File: src/rtl/ram2_sync_resp.sv
// 32x32 register-file responder: two registered kernel read ports, one kernel write port,
// debug write/read port, write-first forwarding, saturating write counter. Optional RAM_CLEAR_EN adds a post-reset clear sweep.
module ram2_sync_resp #(
   parameter int WIDTH = 32,
   parameter int AW    = 5
) (
   input  logic             clk,
   input  logic             rst,
   output logic             ready,
   input  logic [AW-1:0]    raddr0,
   input  logic [AW-1:0]    raddr1,
   output logic [WIDTH-1:0] rdata0,
   output logic [WIDTH-1:0] rdata1,
   input  logic [AW-1:0]    waddr,
   input  logic [WIDTH-1:0] wdata,
   input  logic             wen,
   input  logic [AW-1:0]    debug_write_addr,
   input  logic [WIDTH-1:0] debug_write_data,
   input  logic             debug_write_en,
   input  logic [AW-1:0]    debug_addr,
   output logic [WIDTH-1:0] debug_data,
   output logic [15:0]      write_count
);

   localparam int DEPTH = 1 << AW;

   typedef enum logic {S_CLEAR, S_RUN} state_t;

   state_t           state_q;
   logic [WIDTH-1:0] mem_q [DEPTH];
   logic [WIDTH-1:0] rdata0_q, rdata0_d;
   logic [WIDTH-1:0] rdata1_q, rdata1_d;
   logic [15:0]      count_q, count_d;
   logic             kern_we;

   // Kernel ports are only serviced in RUN and never while reset is held.
   assign ready   = (state_q == S_RUN) && !rst;
   assign kern_we = ready && wen;

`ifdef RAM_CLEAR_EN
   logic [AW-1:0]    ptr_q;
   logic [DEPTH-1:0] written_q;
   logic             sweep_we;

   assign sweep_we = (state_q == S_CLEAR) && !rst && !written_q[ptr_q];

   always_ff @(posedge clk) begin
      if (rst) begin
         state_q   <= S_CLEAR;
         ptr_q     <= '0;
         written_q <= '0;
         if (debug_write_en) written_q[debug_write_addr] <= 1'b1;
      end else if (state_q == S_CLEAR) begin
         if (debug_write_en) written_q[debug_write_addr] <= 1'b1;
         ptr_q <= ptr_q + 1'b1;
         if (ptr_q == AW'(DEPTH - 1)) state_q <= S_RUN;
      end
   end
`else
   always_ff @(posedge clk) begin
      if (rst) state_q <= S_RUN;
   end
`endif

   // Later assignments win: sweep < debug < kernel on the same address.
   always_ff @(posedge clk) begin
`ifdef RAM_CLEAR_EN
      if (sweep_we) mem_q[ptr_q] <= '0;
`endif
      if (debug_write_en) mem_q[debug_write_addr] <= debug_write_data;
      if (kern_we) mem_q[waddr] <= wdata;
   end

   always_comb begin
      rdata0_d = '0;
      rdata1_d = '0;
      if (ready) begin
         if (kern_we && raddr0 == waddr)                       rdata0_d = wdata;
         else if (debug_write_en && raddr0 == debug_write_addr) rdata0_d = debug_write_data;
         else                                                   rdata0_d = mem_q[raddr0];
         if (kern_we && raddr1 == waddr)                       rdata1_d = wdata;
         else if (debug_write_en && raddr1 == debug_write_addr) rdata1_d = debug_write_data;
         else                                                   rdata1_d = mem_q[raddr1];
      end
   end

   always_comb begin
      count_d = count_q;
      if (kern_we && count_q != 16'hFFFF) count_d = count_q + 16'd1;
   end

   always_ff @(posedge clk) begin
      if (rst) begin
         rdata0_q <= '0;
         rdata1_q <= '0;
         count_q  <= '0;
      end else begin
         rdata0_q <= rdata0_d;
         rdata1_q <= rdata1_d;
         count_q  <= count_d;
      end
   end

   assign rdata0      = rdata0_q;
   assign rdata1      = rdata1_q;
   assign write_count = count_q;
   assign debug_data  = mem_q[debug_addr];

endmodule

File: config.mk
export PLATFORM = sky130hd
export DESIGN_NAME = ram2_sync_resp
export DESIGN_NICKNAME = d
export VERILOG_FILES = /design/src/rtl/ram2_sync_resp.sv
export SDC_FILE = /design/constraint.sdc
export NUM_CORES = 2
export LEC_CHECK = 0
export ABC_AREA = 0
export BUFFER_PORTS_ARGS = -buffer_cell sky130_fd_sc_hd__buf_4
export CORE_MARGIN = 2
export CORE_UTILIZATION = 48
export DETAILED_ROUTE_END_ITERATION = 10
export PLACE_DENSITY = 0.61
export SETUP_SLACK_MARGIN = 0.02
export SLEW_MARGIN = 20
export SYNTH_ARGS = -nofsm -noshare
export SYNTH_HDL_FRONTEND = slang
export SYNTH_SLANG_ARGS = --single-unit
File: constraint.sdc
create_clock -name clk -period 6.05 [get_ports clk]
set_input_delay 0.605 -clock clk [delete_from_list [all_inputs] [get_ports clk]]
set_output_delay 0.605 -clock clk [all_outputs]
set_load 0.05 [all_outputs]
Yosys cells after proc, flatten, opt, wreduce, memory -nomap -nowiden

Memories as Yosys holds them, arrays and structs flattened. A register that Yosys moved wholly into a read port is not among the register bits.
Index checks and enable logic that the tools add are counted.
Widths: inputs -> output; s select.

Bits in registers: 16
Input bits: 93
Memories: 1
RAM bits: 1024

Memories:

| memory | words | width | rd ports | clocked after memory_dff | write ports | RTL line | source |
|---|---|---|---|---|---|---|---|
| mem_q  | 32    | 32    | 3        | 2                        | 2           | 30       | `logic [WIDTH-1:0] mem_q [DEPTH];` |

Mux-type cells: 4
Reductions and logical operators: 3
Equality and inequality tests: 1
$add $sub $neg: 1

Operators with widths:

| cell                  | number |
|---|---|
| $add 16x1->16 const B | 1 |
| $ne 16x16->1 const B  | 1 |
| $mux 1                | 4 |
| $logic_and 1x1->1     | 2 |
| $logic_not 1->1       | 1 |

Depth between registers and ports, before layout

Depth in word-level cells: 4
Depth in mapped cells: 10
Depth with buffers taken out: 6

Worst setup path before layout

Ideal clock, no wire load.

Path type: in2reg
Start: input debug_write_addr[1]
End: memory mem_q[16][0], enable pin
Slack: 1.913 ns
Data required time: 5.584 ns
Stages on the path: 4
Data arrival time: 3.672 ns
Cell sequence: clkbuf_1 > or3b_2 > clkbuf_1 > o21ai_0

RTL lines:

| element            | RTL line | source |
|---|---|---|
| start: declaration | 17       | `input logic [AW-1:0] debug_write_addr,` |
| end: declaration   | 30       |  |

Worst setup path in the final report

Start: input debug_addr[0]
End: output debug_data[20]

Word-level cells in the longest chain between the ends: 1

RTL lines:

| element            | RTL line | source |
|---|---|---|
| start: declaration | 20       | `input logic [AW-1:0] debug_addr,` |
| $mem_v2 32x32      | --       |  |
| end: declaration   | 21       | `output logic [WIDTH-1:0] debug_data,` |

No other way between the ends.

==> impl_results.rst <==
.. list-table::
   :header-rows: 1

   * - Metric
     - Value
   * - Run status
     - complete, no violations
   * - Number of endpoints failing setup at the final stage
     - 0
   * - Number of global-route vias before repair
     - ~48000
   * - Syn Inst Count
     - about 4700
   * - Static leakage
     - 25.5 nW
   * - CTS tree
     - yes
   * - Number of synthesized flops with an enable pin
     - 1024
   * - Clock insertion delay at the later pin of the skew report
     - 0.80 ns
   * - Number of distinct library cells after synthesis
     - 58
   * - Area fraction of the dominant cell type after synthesis
     - 43.5%
   * - Nature of the critical path startpoint
     - primary input
   * - Worst setup path endpoint
     - debug_data[20]
   * - Hold Path Class
     - primary input to flop
   * - Share of layout cells above drive strength 1
     - 48.6%
   * - Worst IR drop on VDD
     - 0.243 mV
   * - Leading register cell type out of synthesis
     - sky130_fd_sc_hd__edfxtp_1
   * - Number of warnings printed during yosys synthesis
     - 0
   * - Switch Pwr
     - 5.37 mW
   * - Global router's overall resource usage
     - 37.9%
   * - Met1 track demand over resource
     - 50.4%
   * - Kind of cell adding the most delay to the critical path
     - multiplexers
   * - Starting Density
     - between 40% and 50%
   * - Peak-usage layer in the global routing report
     - met2
   * - Met3 GRT Util
     - 14.7%
   * - IO Count
     - 206
   * - Unrepaired setup endpoints after global routing
     - false
   * - Cell Chain, Critical Path
     - buf_8 -> buf_12 -> mux4_2 -> mux4_2 -> mux2_2 -> buf_4
   * - Filler-free cell count of the finished design
     - 6590
   * - Crit. path cell count
     - 6
   * - Placer congestion estimate
     - around 0.95
   * - Number of hold buffers added after CTS
     - 0
   * - Setup slack on the worst flop-to-flop path
     - 3.66 ns
   * - # nets final
     - 4648
   * - Max H-tree Level
     - 4
   * - Post-CTS Repair Setup Buffers
     - 0
   * - Slowest-stage cell, CP
     - sky130_fd_sc_hd__mux4_2
   * - Residual overflow from global routing
     - 0
   * - Area of the die
     - 150000 sq um
   * - Part of the total power dissipated in the clock network
     - about two fifths
   * - Worst-margin pin slew
     - 1.26 ns
   * - Height of the die
     - 388 um
   * - Final-layout setup total negative slack
     - 0 ns
   * - DR DRC count
     - 0
   * - Mean routed wirelength per cell
     - ~43 um
   * - Hold Path Stages
     - 4
   * - Vias post-DR
     - 49900
   * - Fmax
     - 251 MHz
   * - Critical register-to-register path startpoint
     - write_count[0]
   * - Sequential share of power
     - 44.2%
   * - Met2 capacity usage during global routing
     - between 50% and 60%
   * - Cell repeated most along the worst path
     - sky130_fd_sc_hd__mux4_2
   * - Switching Fraction
     - 27.3%
   * - Internal portion of total power
     - 14.3 mW
   * - Critical Setup Path Class
     - primary input to output port
   * - Maximum number of pins on one net before global-route repair
     - 95
   * - Share of the yosys chip area belonging to registers
     - 45.8%
   * - Final count of pins violating max slew
     - 0
   * - Total wirelength of the detailed-routed design
     - between 200 and 300 mm
   * - Net count after synthesis
     - ~4700
   * - CTS buffer count
     - 133
   * - Area growth syn-to-layout
     - 10.9%
   * - Placeable Area
     - 146000 sq um
   * - Post-route minimum period
     - 3.98 ns
   * - Die Wd
     - a little under 400 um
   * - Max Root-Sink Buffers
     - 3
   * - Antenna violations before repair
     - 25
   * - Maximum fanout along the worst path
     - 53
   * - Number of gates resized after CTS
     - 0
   * - Worst Setup SP
     - debug_addr[0]
   * - Share of the clock period used by the worst path after layout
     - 65.7%
   * - Hold Crit Start
     - wen
   * - Tot Pwr
     - 19.7 mW
   * - Slowest stage delay, CP
     - 0.57 ns
   * - Netlist area before placement
     - 70600 sq um
   * - Fin util
     - 53.7%
   * - Combinational Power Share
     - 15.8%
   * - Avg Cell Area, Syn
     - between 15 and 20 sq um
   * - Yosys top cell by area
     - sky130_fd_sc_hd__edfxtp_1
   * - Capture instance of the worst register-to-register path
     - write_count[3]
   * - Total clock sinks
     - 1104
   * - DRT Pass-1 Iters
     - 6
   * - Root buffer cell
     - sky130_fd_sc_hd__clkbuf_16
   * - Worst setup skew after layout
     - 0.0350 ns
   * - Cell area power density
     - 251 nW/um^2
   * - Estimated wirelength of the detail-placed design
     - 175 mm
   * - Required @ worst endpoint
     - 5.44 ns
   * - WP data arrival
     - 3.37 ns
   * - Clock slew at the register clock pins of the worst setup and hold paths
     - 0.06 ns
   * - Proportion of synthesized flip-flops having asynchronous set or reset
     - 0%
   * - Placed cell count
     - 6336
   * - Quantity of I/O buffers inserted on ports
     - 205
   * - Drt first-iter violations
     - 8530
   * - Crit path buf inv count
     - 3
   * - Endpoint kind of the worst setup timing path
     - output port
   * - Mean number of vias per cell
     - 7.57
   * - Worst slew slack as a fraction of its limit
     - between 10% and 20%
   * - Hold Fails Final Rpt
     - 0
   * - Worst Reg2Reg Path Length in Cells
     - 6
   * - Row count
     - 140
   * - Reported max-cap violation count
     - 0
   * - Synthesis-stage register bit count
     - 1104
   * - Number of nets with antenna violations after detailed routing
     - 0
   * - First-pass GRT wire length
     - 397 mm
   * - Cell types occupying the most area after synthesis
     - sky130_fd_sc_hd__edfxtp_1, sky130_fd_sc_hd__mux4_2, sky130_fd_sc_hd__mux2_2
## worst register-to-register path, stage by stage (launching register included)
cell	delay, ns
sky130_fd_sc_hd__dfxtp_1	0.41
sky130_fd_sc_hd__ha_1	0.23
sky130_fd_sc_hd__nand2_1	0.16
sky130_fd_sc_hd__or3_1	0.52
sky130_fd_sc_hd__o21ai_1	0.62
sky130_fd_sc_hd__o21ai_0	0.22
sky130_fd_sc_hd__a21oi_1	0.17
## synth_stat cells, types with 24 or more instances
master	n
sky130_fd_sc_hd__o221ai_1	31
sky130_fd_sc_hd__o22a_1	31
sky130_fd_sc_hd__dfxtp_1	80
sky130_fd_sc_hd__buf_2	155
sky130_fd_sc_hd__o32ai_1	31
sky130_fd_sc_hd__mux2_2	807
sky130_fd_sc_hd__mux2_1	49
sky130_fd_sc_hd__o22ai_1	108
sky130_fd_sc_hd__clkbuf_1	330
sky130_fd_sc_hd__inv_1	36
sky130_fd_sc_hd__nor4_1	24
sky130_fd_sc_hd__nand2_1	334
sky130_fd_sc_hd__buf_4	46
sky130_fd_sc_hd__nor2_1	36
sky130_fd_sc_hd__mux2i_1	37
sky130_fd_sc_hd__a31oi_1	42
sky130_fd_sc_hd__buf_1	47
sky130_fd_sc_hd__edfxtp_1	1024
sky130_fd_sc_hd__mux4_2	832
sky130_fd_sc_hd__o21ai_0	288
sky130_fd_sc_hd__nor3_1	46
## state kept, by name, summed over array words and instances (netlist names)
name / cells
mem_q: 1024
rdata0: 32
write_count: 16
rdata1: 32
## cell type report
| class | count | area, sq um |
|---|---|---|
| fillers | 11700 | 67600 |
| multi-input cells | 2922 | 36200 |
| diodes | 15 | 37.5 |
| clock buffers | 191 | 3770 |
| clock inverters | 48 | 357 |
| well taps | 1917 | 2400 |
| flip-flops and latches | 1104 | 32400 |
| inverters | 36 | 135 |
| repair buffers | 357 | 3080 |
## kinds of logic (layout without fill, tap and decap cells)
group | Yosys count | count (layout) | synth area share (%)
mux | 1725 | 1725 | 40.7
buf+inv | 625 | 632 | 3.96
simple gates | 538 | 538 | 3.44
flops | 1104 | 1104 | 45.8
xor+xnor | 28 | 28 | 0.347
fa+ha+maj | 1 | 1 | 0.0177
other cells | 0 | 15 | 0
compound gates | 630 | 630 | 5.72
## power by group through the flow
| stage | registers (mW) | logic, mW | clock network (mW) |
|---|---|---|---|
| 2_1_floorplan | 8.93 | 1.86 | 0 |
| 3_3_place_gp | 8.84 | 3.00 | 0 |
| 3_5_place_dp | 8.84 | 3.02 | 0 |
| 4_1_cts | 8.68 | 3.04 | 7.89 |
| 5_1_grt | 8.70 | 3.20 | 8.19 |
| 6_report | 8.69 | 3.11 | 7.89 |
## placed cells by master (no fill, tap or decap), types with 9 or more instances in the layout
cell | synthesis | final
sky130_fd_sc_hd__a211oi_1 | 22 | 22
sky130_fd_sc_hd__a21oi_1 | 11 | 11
sky130_fd_sc_hd__a221o_1 | 23 | 23
sky130_fd_sc_hd__a22o_1 | 11 | 11
sky130_fd_sc_hd__a311o_1 | 20 | 20
sky130_fd_sc_hd__a31oi_1 | 42 | 42
sky130_fd_sc_hd__buf_12 | 0 | 25
sky130_fd_sc_hd__buf_4 | 46 | 321
sky130_fd_sc_hd__clkbuf_1 | 330 | 42
sky130_fd_sc_hd__clkbuf_16 | 0 | 139
sky130_fd_sc_hd__clkbuf_8 | 0 | 10
sky130_fd_sc_hd__clkinv_1 | 0 | 22
sky130_fd_sc_hd__clkinv_2 | 0 | 15
sky130_fd_sc_hd__dfxtp_1 | 80 | 80
sky130_fd_sc_hd__diode_2 | 0 | 15
sky130_fd_sc_hd__edfxtp_1 | 1024 | 1024
sky130_fd_sc_hd__inv_1 | 36 | 35
sky130_fd_sc_hd__mux2_1 | 49 | 49
sky130_fd_sc_hd__mux2_2 | 807 | 807
sky130_fd_sc_hd__mux2i_1 | 37 | 37
sky130_fd_sc_hd__mux4_2 | 832 | 832
sky130_fd_sc_hd__nand2_1 | 334 | 313
sky130_fd_sc_hd__nand2_4 | 0 | 17
sky130_fd_sc_hd__nand3_1 | 12 | 11
sky130_fd_sc_hd__nand3b_1 | 13 | 13
sky130_fd_sc_hd__nor2_1 | 36 | 19
sky130_fd_sc_hd__nor2_4 | 0 | 18
sky130_fd_sc_hd__nor2b_1 | 23 | 22
sky130_fd_sc_hd__nor3_1 | 46 | 44
sky130_fd_sc_hd__nor4_1 | 24 | 24
sky130_fd_sc_hd__o21ai_0 | 288 | 271
sky130_fd_sc_hd__o21ai_4 | 0 | 17
sky130_fd_sc_hd__o221ai_1 | 31 | 31
sky130_fd_sc_hd__o22a_1 | 31 | 31
sky130_fd_sc_hd__o22ai_1 | 108 | 92
sky130_fd_sc_hd__o22ai_4 | 0 | 16
sky130_fd_sc_hd__o32ai_1 | 31 | 31
sky130_fd_sc_hd__or4_1 | 9 | 9
sky130_fd_sc_hd__xnor2_1 | 20 | 20
## through the flow
step,worst slack [ns],instance area (sq um),hold slack [ns]
global route,1.96,78300,0.226
floorplan,1.91,70600,0.692
detailed placement,2.00,74200,0.489
CTS,2.05,78300,0.167
finish,2.07,78300,0.204
global placement,1.94,74100,0.469
## routing by layer
metal | wire length (um) | part of all wire (%)
met5 | 207 | 0.072
met4 | 16200 | 5.6
met3 | 43200 | 15
met2 | 124000 | 43
met1 | 103000 | 36
## worst min-delay path by stage
| stage | endpoint | slack, ns |
|---|---|---|
| floorplan | write_count[15] | 0.69 |
| global placement | write_count[15] | 0.47 |
| detailed placement | write_count[15] | 0.49 |
| CTS | write_count[12] | 0.17 |
| global route | write_count[12] | 0.23 |
| finish | write_count[12] | 0.20 |
Power figures use the tool's default switching activity.
